## src/rtl/hsv_stream_ctrl.sv

```systemverilog
// Frame sequencer for the hue datapath: accepts one frame of pixels, generates read
// coordinates, tags the fixed-latency pipe and stalls it globally on downstream backpressure.
module hsv_stream_ctrl #(
    parameter int LINE_WIDTH = 640,
    parameter int ROW_NUMBER = 480,
    parameter int LATENCY    = 4,
    parameter int CW         = 16
) (
    input  logic          clk,
    input  logic          rst,
    input  logic          start,
    output logic          busy,
    output logic          frame_done,
    input  logic          in_valid,
    output logic          in_ready,
    output logic [CW-1:0] in_x,
    output logic [CW-1:0] in_y,
    output logic          pipe_en,
    output logic          out_valid,
    input  logic          out_ready,
    output logic [CW-1:0] out_x,
    output logic [CW-1:0] out_y,
    output logic          out_sof,
    output logic          out_eol,
    output logic          out_eof
);
    typedef enum logic [1:0] {IDLE, RUN, FLUSH, DONE} state_t;

    localparam logic [CW-1:0] X_LAST = CW'(LINE_WIDTH - 1);
    localparam logic [CW-1:0] Y_LAST = CW'(ROW_NUMBER - 1);
    localparam logic [CW-1:0] ONE    = CW'(1);

    state_t        state_reg, state_next;
    logic [CW-1:0] x_reg, x_next;
    logic [CW-1:0] y_reg, y_next;
    logic          accept;

    // Stall only when a real pixel is waiting on a downstream that refuses it.
    assign pipe_en = !(out_valid && !out_ready);
    assign accept  = in_valid && in_ready;
    assign in_x    = x_reg;
    assign in_y    = y_reg;

    always_ff @(posedge clk) begin
        if (!rst) begin
            state_reg <= IDLE;
            x_reg     <= '0;
            y_reg     <= '0;
        end else begin
            state_reg <= state_next;
            x_reg     <= x_next;
            y_reg     <= y_next;
        end
    end

    always_comb begin
        state_next = state_reg;
        x_next     = x_reg;
        y_next     = y_reg;
        in_ready   = 1'b0;
        busy       = 1'b1;
        frame_done = 1'b0;
        case (state_reg)
            IDLE: begin
                busy   = 1'b0;
                x_next = '0;
                y_next = '0;
                if (start) state_next = RUN;
            end
            RUN: begin
                in_ready = pipe_en;
                if (in_valid && pipe_en) begin
                    if (x_reg == X_LAST) begin
                        x_next = '0;
                        if (y_reg == Y_LAST) begin
                            y_next     = '0;
                            state_next = FLUSH;
                        end else begin
                            y_next = y_reg + ONE;
                        end
                    end else begin
                        x_next = x_reg + ONE;
                    end
                end
            end
            FLUSH: begin
                if (out_valid && out_ready && out_eof) state_next = DONE;
            end
            DONE: begin
                frame_done = 1'b1;
                state_next = IDLE;
            end
            default: state_next = IDLE;
        endcase
    end

    // Tag pipeline: one {valid, x, y} stage per datapath register, all sharing pipe_en.
    genvar gi;
    generate
        for (gi = 0; gi < LATENCY; gi++) begin : g_stage
            logic          v_reg;
            logic [CW-1:0] tx_reg, ty_reg;
            logic          v_in;
            logic [CW-1:0] tx_in, ty_in;
            if (gi == 0) begin : g_head
                assign v_in  = accept;
                assign tx_in = x_reg;
                assign ty_in = y_reg;
            end else begin : g_body
                assign v_in  = g_stage[gi-1].v_reg;
                assign tx_in = g_stage[gi-1].tx_reg;
                assign ty_in = g_stage[gi-1].ty_reg;
            end
            always_ff @(posedge clk) begin
                if (!rst) begin
                    v_reg  <= 1'b0;
                    tx_reg <= '0;
                    ty_reg <= '0;
                end else if (pipe_en) begin
                    v_reg  <= v_in;
                    tx_reg <= tx_in;
                    ty_reg <= ty_in;
                end
            end
        end
    endgenerate

    assign out_valid = g_stage[LATENCY-1].v_reg;
    assign out_x     = g_stage[LATENCY-1].tx_reg;
    assign out_y     = g_stage[LATENCY-1].ty_reg;
    assign out_sof   = out_valid && (out_x == '0) && (out_y == '0);
    assign out_eol   = out_valid && (out_x == X_LAST);
    assign out_eof   = out_eol && (out_y == Y_LAST);
endmodule

```

## config.mk

```make
export PLATFORM = sky130hd
export DESIGN_NAME = hsv_stream_ctrl
export DESIGN_NICKNAME = d
export VERILOG_FILES = /design/src/rtl/hsv_stream_ctrl.sv
export SDC_FILE = /design/constraint.sdc
export NUM_CORES = 1
export LEC_CHECK = 0
export BUFFER_PORTS_ARGS = -buffer_cell sky130_fd_sc_hd__buf_4
export CORE_MARGIN = 4
export CORE_UTILIZATION = 44
export CTS_BUF_LIST = sky130_fd_sc_hd__clkbuf_16
export DETAILED_ROUTE_END_ITERATION = 16
export GPL_TIMING_DRIVEN = 0
export PLACE_DENSITY_LB_ADDON = 0.15
export SYNTH_ARGS = -nofsm -noshare
export SYNTH_HDL_FRONTEND = slang
export SYNTH_SLANG_ARGS = --single-unit
```

## constraint.sdc

```tcl
create_clock -name clk -period 2.7 [get_ports clk]
set_input_delay 0.27 -clock clk [delete_from_list [all_inputs] [get_ports clk]]
set_output_delay 0.27 -clock clk [all_outputs]
set_load 0.01 [all_outputs]
```

* After elaboration in Yosys (flattened, before gate mapping)
Index checks and enable logic that the tools add are counted.
Word-level totals: register bits 166
Cells by class: reduce and logical (&&, ||, !) cells 18, add/sub/neg operators 2, equal/unequal tests 12, muxes and demuxes 16
Operators with widths (number):
- 16-bit 2-to-1 mux | 5
- 16-bit one-hot mux with 2 select lines | 2
- 16-bit by 1-bit adder with 16-bit output (second input constant) | 2
- 16-bit by 10-bit equality test with 1-bit output (second input constant) | 2
- 16-bit by 9-bit equality test with 1-bit output (second input constant) | 2
- 16-bit zero test | 2
- 2-bit 2-to-1 mux | 5
- 2-bit inequality test (second input constant) | 5
- 1-bit logical AND | 9
- 2-bit one-hot mux with 4 select lines | 1
- 5-bit AND reduction | 1
- 2-bit equality test (second input constant) | 2
- 1-bit 2-to-1 mux | 3
- 3-bit AND reduction | 1
- 2-bit by 1-bit equality test with 1-bit output (second input constant) | 1
- 1-bit zero test | 2
- 2-bit zero test | 1
- 2-bit AND reduction | 1
- 2-bit nonzero test | 1

* Depth between registers and ports, before layout
depth after elaboration 6, depth in mapped cells 10, mapped depth without buffers 7

* Worst setup path before layout
Ideal clock, no wire load.
path type reg2reg, start point register state_reg[1], end point register x_reg[11] (netlist: in_x[11]), cell stages (with the launch flop) 9, path buffers 1, setup time 0.070 ns, clock period less this slack 2.152 ns, arrival 2.082 ns, slack 0.548 ns, cells stage by stage dfxtp_1 inv_1 ha_1 buf_4 and2b_1 a31oi_1 or3_1 or4_1 a21oi_1
On the way: word-level cells in the longest chain between the ends 3, elaborated cells between the ends (all ways) 6, those cells by class eq/ne: 2; mux: 1; reduce/logical: 3
Ends and longest elaborated chain:
- from (decl) | line 33 | state_t state_reg, state_next;
- from (signal assigned) | line 50 | state_reg <= state_next;
- 2-bit by 1-bit equality test with 1-bit output / 2-bit zero test (equally long branches) | line 63 | case (state_reg)
- 2-bit inequality test (no source line) / 2-bit nonzero test (equally long branches)
- 2-bit AND reduction (no source line)
- to (signal assigned) | line 51 | x_reg <= x_next;
- to (decl) | line 34 | logic [CW-1:0] x_reg, x_next;
Several ways; a longest one is shown, not always the timed one. A chain may end at the register's enable or synchronous reset.

* Worst setup path after layout
start point register state_reg[1], end point register x_reg[12] (netlist: in_x[12])
The elaborated chain is that of the path after synthesis.

==> run_results.csv <==
group,metric,value,unit
status,run_status,"complete, no violations",
placement,pre_cts_slack,165,ps
clocking,tritoncts,"built",
clocking,cts_sinks,166,
grt,gr-usage-all-layers,19.2,%
timing,hold_viol_final,0,
logic_synthesis,yosysMostFrequentCell,"nand2_1",
logic_synthesis,synth_top_area_cell,"dfxtp_1",
timing,whs,140,ps
logic_synthesis,synth_fa_ha_area_share,1.16,%
floorplan,initial_core_util,45.8,%
placement,placed_cell_area,0.00725,sq mm
clocking,clkLatencyLatePin,420,ps
layout,antennaDiodeCount,0,
timing,fin_crit_sh,89.8,%
timing,slew-limit-headroom,37.3,%
logic_synthesis,ys_warn_count,0,
floorplan,die_y,129,microns
clocking,max-clock-path-buffers,2,
layout,layout-drive-gt1-share,13.0,%
logic_synthesis,synthesis.area,0.00645,sq mm
floorplan,rows,43,
timing,rsz0062_at_grt,"false",
logic_synthesis,synth.top_cells.by_area,"dfxtp_1, nand2_1, a21oi_1",
placement,place_congestion,0.820,
clocking,clkTransAtPathRegs,60,ps
timing,setup_viol,0,
worst_setup_path,cp_max_fo,10,
pwr,irDropWorstVdd,0.000483,V
drt,via_per_inst,5.07,
worst_setup_path,worstPathRequired,3060,ps
pwr,p_leak,0.00271,uW
logic_synthesis,synthesis.nets,831,
drt,firstDrtPassIters,4,
logic_synthesis,synth_compound_area_share,15.3,%
grt,overflow,0,
logic_synthesis,yosys_register_bits,166,
drt,vias,5621,
drt,drc,0,
timing,max_freq,413,MHz
logic_synthesis,ys_async_sr_fraction,0,%
timing,skew,6.68,ps
logic_synthesis,muxShareOfSynthArea,0.465,%
timing,worst-slew-pin-transition,933,ps
worst_hold_path,hp-class,"input port to flop",
layout,design_area,0.00791,sq mm
pwr,power,5880,uW
grt,grt_first_pass_wirelength,25800,microns
floorplan,ios,77,
logic_synthesis,yosys-top-cells-count,"nand2_1, dfxtp_1, a21oi_1",
clocking,cts-hold-fix-buffers,0,
floorplan,dieArea,0.0167,sq mm
pwr,power_density,744,mW/mm^2
clocking,cts_made_buffers,17,
timing,final.min_clock_period,2420,ps
worst_setup_path,cp.arrival,2780,ps
worst_setup_path,rr_worst_depth,9,
logic_synthesis,ys_types,47,
logic_synthesis,synthSimpleGateAreaFrac,26.5,%
placement,portBuffers,76,
floorplan,core,0.0141,sq mm
grt,grt_max_degree,17,
drt,antenna_left,0,
worst_setup_path,crit_type,"flop to flop",
timing,final.setup.tns,0,ps
grt,antenna_found_initial,0,
logic_synthesis,synth_top_family_by_area,"simple AND/OR/NAND/NOR gates",
grt,first_global_vias,5245,
placement,dp_hpwl,11400,microns
logic_synthesis,synth-main-ff-cell,"dfxtp_1",
logic_synthesis,syn-mean-instance-area,7.87,sq um
timing,setup_ws,276,ps
logic_synthesis,synth-xor-area-share,1.22,%
logic_synthesis,synth_top_area_share,51.5,%
worst_setup_path,end_kind,"flop",
layout,syn2layout_area_growth,22.5,%
floorplan,fp.dieW,129,microns
logic_synthesis,synth_edf_count,0,
worst_setup_path,start_kind,"flop",
drt,routedWlPerCell,14.1,microns
drt,drt_first_iter_violations,309,
clocking,cts_max_level,4,
timing,report.final.slew_viol_count,0,
logic_synthesis,yosysSeqAreaShare,51.5,%
logic_synthesis,synthCells,820,
drt,wl,15600,microns
clocking,clockRootBuffer,"clkbuf_16",
worst_hold_path,min_path_cells,3,
flow_run,max_cap_viol_count,0,
layout,nets,926,
==> layout make-up <==
class	count	area [sq um]
timing repair buffer	76	571
buffer	54	211
sequential	166	3320
inverter	10	37.5
clock buffer	17	425
clock inverter	15	228
multi-input combinational	590	2880
tap	180	225
fill	1418	6190
==> cell families (layout without fill, tap and decap cells) <==
logic type	after synthesis	in the layout
multiplexers	3	3
buffers and inverters	64	172
flip-flops	166	166
AO/OA/AOI/OAI	183	183
adder cells (fa/ha/maj)	6	6
AND/OR/NAND/NOR	389	389
XOR/XNOR	9	9
==> worst paths after layout <==
check | startpoint | endpoint | slack [ps]
worst min register to register | g_stage[2].tx_reg[8] | g_stage[2].tx_reg[8] | 450
worst max register to register | state_reg[1] | in_x[12] | 280
worst max-delay path | state_reg[1] | in_x[12] | 280
worst min-delay path | rst | state_reg[1] | 140
==> placed cells by master, fill, tap and decap left out, types with 6 or more instances in the layout <==
cell | synthesis | layout
or3_1 | 6 | 6
clkbuf_16 | 0 | 17
o21ai_0 | 8 | 8
a21oi_1 | 152 | 152
nor4_1 | 16 | 16
nor2_1 | 20 | 19
nand4_1 | 13 | 13
ha_1 | 6 | 6
buf_4 | 1 | 77
nand3_1 | 15 | 15
o31ai_1 | 6 | 6
inv_1 | 9 | 9
nand2_1 | 282 | 282
clkbuf_1 | 43 | 43
and3_1 | 7 | 7
nor3_1 | 6 | 6
buf_1 | 6 | 6
dfxtp_1 | 166 | 166
and4_1 | 6 | 6
==> power by group <==
part	internal (uW)	switching (uW)
Combinational	226	462
Clock	1650	1000
Sequential	2500	54.7
Total	4370	1520
==> routing by layer <==
metal  vias to the layer above  routed length [microns]  global-route usage, %
li1                       2981                        -                      -
met1                      2507                     7940                   27.0
met2                       115                     6650                   29.3
met3                        18                      796                   4.16
met4                         0                      225                   6.49
met5                         -                        0                      0
==> critical path, cell delays in order (launching register included) <==
cell	delay [ps]
dfxtp_1	370
inv_1	70
ha_1	170
buf_4	170
and2b_1	310
a31o_2	170
buf_2	230
nand3_1	180
or4_1	530
a21oi_1	140
==> metrics by stage <==
stage / instances / util [%]
finish: 1108 / 56.1
global route: 1108 / 56.1
CTS: 1108 / 56.1
detailed placement: 1076 / 51.4
global placement: 1076 / 51.4
floorplan: 820 / -
==> repair_timing <==
action | CTS | global route
buffers inserted | 0 | 0
gates resized for setup | 0 | 1
setup endpoints to repair | 0 | 4
endpoints found under the hold margin | 0 | 0
Power figures use the tool's default switching activity.
